`config.mk`:
```
export PLATFORM = sky130hd
export DESIGN_NAME = fetch_unit
export DESIGN_NICKNAME = d
export VERILOG_FILES = /design/src/rtl/fetch_unit.sv
export SDC_FILE = /design/constraint.sdc
export NUM_CORES = 1
export LEC_CHECK = 0
export CAP_MARGIN = 30
export CELL_PAD_IN_SITES_DETAIL_PLACEMENT = 1
export CELL_PAD_IN_SITES_GLOBAL_PLACEMENT = 1
export CORE_ASPECT_RATIO = 1.75
export CORE_MARGIN = 1
export CORE_UTILIZATION = 45
export DETAILED_ROUTE_END_ITERATION = 10
export GPL_ROUTABILITY_DRIVEN = 0
export PLACE_DENSITY = 0.94
export SETUP_SLACK_MARGIN = 0.4
export SLEW_MARGIN = 5
export SYNTH_ARGS = -nofsm -noshare
export SYNTH_HDL_FRONTEND = slang
export SYNTH_SLANG_ARGS = --single-unit
```
`constraint.sdc`:
```
create_clock -name clk -period 18.55 [get_ports clk]
set_input_delay 3.71 -clock clk [delete_from_list [all_inputs] [get_ports clk]]
set_output_delay 3.71 -clock clk [all_outputs]
set_load 0.005 [all_outputs]
```
`src/rtl/fetch_unit.sv`:
```
// fetch_unit
//   Holds the architectural fetch PC, issues in-order word-aligned fetch
//   requests to instruction memory, buffers returned instructions together
//   with their PC, and hands them to decode. Redirects flush the buffer and
//   discard responses that belong to the wrong path.
//
// Parameters
//   RESET_PC  fetch address loaded on reset
//   DEPTH     output buffer entries and in-flight request credit (pow2, >=2)
//
// Ports
//   clk, rst                         clock, async active-high reset
//   redirect_en, redirect_pc         taken branch/jump and its target
//   imem_req_valid/ready/addr        fetch request channel
//   imem_rsp_valid/data              in-order response channel, no backpressure
//   if_valid/ready                   decode handshake
//   if_instr, if_pc, if_pc_plus4     head instruction, its PC and PC+4
//   perf_fetched/stall/dropped       event counters (only with FETCH_PERF_EN)
//
// Build option
//   FETCH_PERF_EN  adds the three 32-bit performance counters.

module fetch_unit #(
  parameter logic [31:0] RESET_PC = 32'h0000_0000,
  parameter int unsigned DEPTH    = 2
) (
  input  logic        clk,
  input  logic        rst,
  input  logic        redirect_en,
  input  logic [31:0] redirect_pc,
  output logic        imem_req_valid,
  input  logic        imem_req_ready,
  output logic [31:0] imem_req_addr,
  input  logic        imem_rsp_valid,
  input  logic [31:0] imem_rsp_data,
  output logic        if_valid,
  input  logic        if_ready,
  output logic [31:0] if_instr,
  output logic [31:0] if_pc,
  output logic [31:0] if_pc_plus4
`ifdef FETCH_PERF_EN
  ,
  output logic [31:0] perf_fetched,
  output logic [31:0] perf_stall,
  output logic [31:0] perf_dropped
`endif
);

  localparam int unsigned AW = $clog2(DEPTH);
  localparam int unsigned CW = AW + 1;
  localparam logic [CW:0]   LIMIT   = (CW + 1)'(DEPTH);
  localparam logic [AW-1:0] PTR_ONE = AW'(1);
  localparam logic [CW-1:0] CNT_ONE = CW'(1);

  typedef enum logic {BOOT, RUN} state_t;

  state_t        state, state_nx;
  logic [31:0]   fetch_pc;

  // Tag FIFO: PC of each in-flight request, popped by responses in order.
  logic [31:0]   tag_mem [DEPTH];
  logic [AW-1:0] tag_wp, tag_rp;
  logic [CW-1:0] inflight;
  logic [CW-1:0] drop_cnt;

  // Output buffer toward decode.
  logic [31:0]   ob_pc    [DEPTH];
  logic [31:0]   ob_instr [DEPTH];
  logic [AW-1:0] ob_wp, ob_rp;
  logic [CW-1:0] occ;

  logic is_run, redir, req_fire, rsp_fire, rsp_drop, rsp_keep, if_fire;

  // Redirect targets are forced to word alignment; the low bits are discarded.
  logic redirect_lsb_unused;
  assign redirect_lsb_unused = ^redirect_pc[1:0];

  always_ff @(posedge clk or posedge rst) begin
    if (rst) state <= BOOT;
    else     state <= state_nx;
  end

  always_comb begin
    state_nx = state;
    case (state)
      BOOT:    state_nx = RUN;
      RUN:     state_nx = RUN;
      default: state_nx = BOOT;
    endcase
  end

  assign is_run = (state == RUN);
  assign redir  = is_run & redirect_en;

  // Credit: requests in flight plus buffered entries never exceed DEPTH, so a
  // returning response always has a buffer slot.
  assign imem_req_valid = is_run & ~redirect_en &
                          (({1'b0, inflight} + {1'b0, occ}) < LIMIT);
  assign imem_req_addr  = fetch_pc;
  assign req_fire       = imem_req_valid & imem_req_ready;

  // Responses in BOOT (or with nothing outstanding) are not ours.
  assign rsp_fire = is_run & imem_rsp_valid & (inflight != '0);
  // A response landing in the redirect cycle is already wrong-path.
  assign rsp_drop = rsp_fire & (redir | (drop_cnt != '0));
  assign rsp_keep = rsp_fire & ~rsp_drop;

  assign if_valid    = (occ != '0);
  assign if_fire     = if_valid & if_ready & ~redir;
  assign if_instr    = if_valid ? ob_instr[ob_rp]       : '0;
  assign if_pc       = if_valid ? ob_pc[ob_rp]          : '0;
  assign if_pc_plus4 = if_valid ? ob_pc[ob_rp] + 32'd4  : '0;

  always_ff @(posedge clk or posedge rst) begin
    if (rst) begin
      fetch_pc <= RESET_PC;
      tag_wp   <= '0;
      tag_rp   <= '0;
      inflight <= '0;
      drop_cnt <= '0;
    end else begin
      if (redir)         fetch_pc <= {redirect_pc[31:2], 2'b00};
      else if (req_fire) fetch_pc <= fetch_pc + 32'd4;

      if (req_fire) tag_wp <= tag_wp + PTR_ONE;
      if (rsp_fire) tag_rp <= tag_rp + PTR_ONE;

      case ({req_fire, rsp_fire})
        2'b10:   inflight <= inflight + CNT_ONE;
        2'b01:   inflight <= inflight - CNT_ONE;
        default: ;
      endcase

      // Everything still outstanding after this cycle's pop is wrong-path.
      // No request can fire in a redirect cycle, so inflight is exact.
      if (redir)                         drop_cnt <= inflight - (rsp_fire ? CNT_ONE : '0);
      else if (rsp_fire && drop_cnt != '0) drop_cnt <= drop_cnt - CNT_ONE;
    end
  end

  always_ff @(posedge clk or posedge rst) begin
    if (rst) begin
      ob_wp <= '0;
      ob_rp <= '0;
      occ   <= '0;
    end else if (redir) begin
      ob_wp <= '0;
      ob_rp <= '0;
      occ   <= '0;
    end else begin
      if (rsp_keep) ob_wp <= ob_wp + PTR_ONE;
      if (if_fire)  ob_rp <= ob_rp + PTR_ONE;
      case ({rsp_keep, if_fire})
        2'b10:   occ <= occ + CNT_ONE;
        2'b01:   occ <= occ - CNT_ONE;
        default: ;
      endcase
    end
  end

  always_ff @(posedge clk) begin
    if (req_fire) tag_mem[tag_wp] <= fetch_pc;
    if (rsp_keep) begin
      ob_pc[ob_wp]    <= tag_mem[tag_rp];
      ob_instr[ob_wp] <= imem_rsp_data;
    end
  end

`ifdef FETCH_PERF_EN
  always_ff @(posedge clk or posedge rst) begin
    if (rst) begin
      perf_fetched <= '0;
      perf_stall   <= '0;
      perf_dropped <= '0;
    end else begin
      if (if_fire)                          perf_fetched <= perf_fetched + 32'd1;
      if (imem_req_valid & ~imem_req_ready) perf_stall   <= perf_stall + 32'd1;
      if (rsp_drop)                         perf_dropped <= perf_dropped + 32'd1;
    end
  end
`endif

endmodule

```
==> results_dict.tcl <==
set metrics [dict create \
    outcome "completed" \
    max_stage_delay_ns 0.63 \
    hold_class "flip-flop to flip-flop" \
    utilization_pct 59.44 \
    p_seq_share_pct 41.1 \
    synth_cells 806 \
    fin_nets 1074 \
    grtUsageMet1_pct 25.13 \
    die_h_um 202.1 \
    postSynthRegisterBits 225 \
    grt_remaining_overflow 0 \
    cp-start-kind "input port" \
    cts-root-buf "clkbuf_16" \
    cts_tree "yes" \
    maxCapViolCount 0 \
    synthAdderAreaFrac_pct 0.8024 \
    drc 0 \
    antennaDiodeCount 0 \
    cts_buffers 21 \
    drtIter0Drc 316 \
    synth_edf_count 184 \
    rsz0062_at_grt "false" \
    required_ns 14.84 \
    h-tree-depth 1 \
    io_buffers 191 \
    synth-seq-area-share_pct 63.66 \
    finClkSkew_ns 0.007294 \
    die_w_um 116.3 \
    via_per_inst 5.687 \
    met3_usage_pct 3.268 \
    ys_warn_count 0 \
    cts.sinks 225 \
    drtPass1Iterations 4 \
    worst_pin_slew_ns 0.9663 \
    avgSynthCellArea_um2 12.77 \
    core-area_mm2 0.02225 \
    post-route-period-util_pct 49.43 \
    core.rowCount 72 \
    path_class "input port to output port" \
    final_area_mm2 0.01323 \
    synth.area.mux_share_pct 9.422 \
    fp.dieArea_mm2 0.02350 \
    synthArstFlopShare_pct 18.22 \
    synth_cell_types 63 \
    cp_max_fo 5 \
    switchingPower_mw 0.5030 \
    ant_nets 0 \
    cp_common_cell "clkdlybuf4s50_1" \
    antenna_found_initial 0 \
    ir_drop_v 0.00006684 \
    p_per_area_mw_per_mm2 123.5 \
    cp-end-kind "output port" \
    synth_area_mm2 0.01029 \
    arrival_ns 5.46 \
    synth_simple_gate_area_share_pct 13.59 \
    io_pins 200 \
    yosys.area.top_type_share_pct 53.69 \
    yosys-top-cells-area "edfxtp_1, dfrtp_1, mux2i_1" \
    clkLatencyLatePin_ns 0.50 \
    path_clk_slew_ns 0.06 \
    grt_most_used_layer "met2" \
    p_int_mw 1.131 \
    routedWlPerCell_um 21.08 \
    hold_buffers 0 \
    setup_tns_ns 0 \
    finalWirelength_um 27600 \
    crit_chain "clkdlybuf4s50_1 > or4b_1 > inv_2 > clkdlybuf4s50_1" \
    drive_gt1_share_pct 9.477 \
    floorplan.initialDensity_pct 46.25 \
    crit_path_top_delay_cell "or4b_1" \
    grt_start_max_net_pins 83 \
    vias 7444 \
    grt_use_met2_pct 45.29 \
    min_period_ns 9.170 \
    synth_compound_area_share_pct 7.040 \
    leakage_nw 4.458 \
    placed_cell_area_mm2 0.01252 \
    p_comb_share_pct 32.7 \
    setup_viol_count_final 0 \
    fmax_mhz 109.1 \
    synth_largest_area_cell "edfxtp_1" \
    p_clk_share_pct 26.2 \
    area_delta_synth_final_pct 28.52 \
    track_usage_pct 23.93 \
    layout_commonest_cell "clkdlybuf4s50_1" \
    cts.repair.resized 0 \
    dominantRegCellSynth "edfxtp_1" \
    final_cell_mix "clkdlybuf4s50_1, edfxtp_1, nor2_1" \
    p_sw_share_pct 30.79 \
    postCtsSetupRepairBufs 0 \
    slew_headroom_pct 35.34 \
    synth_top_family_by_area "simple AND/OR/NAND/NOR gates" \
    grt_pass1_wl_um 43240 \
    synth_xor_area_share_pct 3.064 \
    slew_violations 0 \
    cts_buffer_depth 3 \
    hold_violations 0 \
    grt_pass1_vias 8117 \
    hpwl_um 19550 \
]
-- cell type report --
| type | instances | area [µm²] |
|---|---|---|
| clock inverters | 11 | 113.9 |
| multi-input cells | 532 | 3537 |
| flip-flops and latches | 225 | 6555 |
| well taps | 296 | 370.4 |
| inverters | 12 | 45.04 |
| clock buffers | 27 | 568.0 |
| repair buffers | 206 | 2037 |
| fillers | 2254 | 9025 |
-- synthesized netlist by cell type (5+ instances only) --
master and count:
o311ai_1 6, mux2_2 35, o21ai_0 18, a32o_1 7, nor2_1 103, edfxtp_1 184, nand3_1 26, and3_1 5
xnor2_1 24, ha_1 5, a21oi_1 17, buf_2 7, nand4_1 25, mux2i_1 53, nand2_1 64, o21ai_1 9
inv_1 10, nor2b_1 7, xor2_1 12, a311oi_1 5, and2_1 12, o22ai_1 5, nor3_1 14, buf_1 8
buf_4 6, a22oi_1 8, clkbuf_1 20, dfrtp_1 41
-- power groups by stage --
stage / Combinational [mW] / Clock, mW / Sequential, mW
2_1_floorplan: 0.300 / 0 / 0.658
3_3_place_gp: 0.508 / 0 / 0.674
3_5_place_dp: 0.531 / 0 / 0.682
4_1_cts: 0.537 / 0.437 / 0.672
5_1_grt: 0.578 / 0.451 / 0.679
6_report: 0.534 / 0.427 / 0.672
-- state kept, by name (all words and copies together), names as in the netlist --
signal and cells:
drop_cnt 2, imem_req_addr 30, inflight 2, is_run 1, ob_instr 64, ob_pc 60
ob_rp 1, ob_wp 1, occ 2, tag_mem 60, tag_rp 1, tag_wp 1
-- routing by layer --
metal,up-vias,share of wire [%]
li1,3387,-
met1,3718,35
met2,248,56
met3,91,4.8
met4,0,4.5
met5,-,0
-- per-stage QoR --
step | setup slack (ns) | hold slack, ns | total power [mW] | cells
4_1_cts | 9.396 | 0.5014 | 1.645 | 1308
3_3_place_gp | 9.457 | 0.4614 | 1.182 | 1270
3_5_place_dp | 9.419 | 0.4814 | 1.213 | 1270
5_1_grt | 9.329 | 0.5374 | 1.707 | 1309
6_report | 9.380 | 0.4998 | 1.634 | 1309
2_1_floorplan | 9.164 | 0.4608 | 0.9581 | 811
-- path summary, 6_finish.rpt --
check                           cells after the start                            to          startpoint  slack [ns]
worst min register to register                      1            tag_rp$_DFFE_PP0P_  tag_rp$_DFFE_PP0P_        0.50
max in group asynchronous                           3             ob_rp$_DFFE_PP0P_                 rst       14.42
worst max register to register                      7      tag_mem[0][21]$_DFFE_PP_  occ[0]$_DFFE_PP0P_       14.79
worst min-delay path                                1            tag_rp$_DFFE_PP0P_  tag_rp$_DFFE_PP0P_        0.50
worst max-delay path                                4                imem_req_valid         redirect_en        9.38
min in group asynchronous                           3  imem_req_addr[2]$_DFFE_PP0P_                 rst        3.67
-- critical path, delay by kind of cell --
kind / cells / cell delay (ns)
buffers and inverters: 3 / 1.12
and+or+nand+nor: 1 / 0.63
-- cells by family (layout without fill, tap and decap cells) --
family | Yosys count | after routing
other | 2 | 7
flip-flops | 225 | 225
adder cells (fa/ha/maj) | 6 | 6
AND/OR/NAND/NOR | 286 | 286
multiplexers | 92 | 92
AO/OA/AOI/OAI | 105 | 105
buffers and inverters | 54 | 256
XOR/XNOR | 36 | 36
Note: power is estimated with default switching activity, not from simulation.
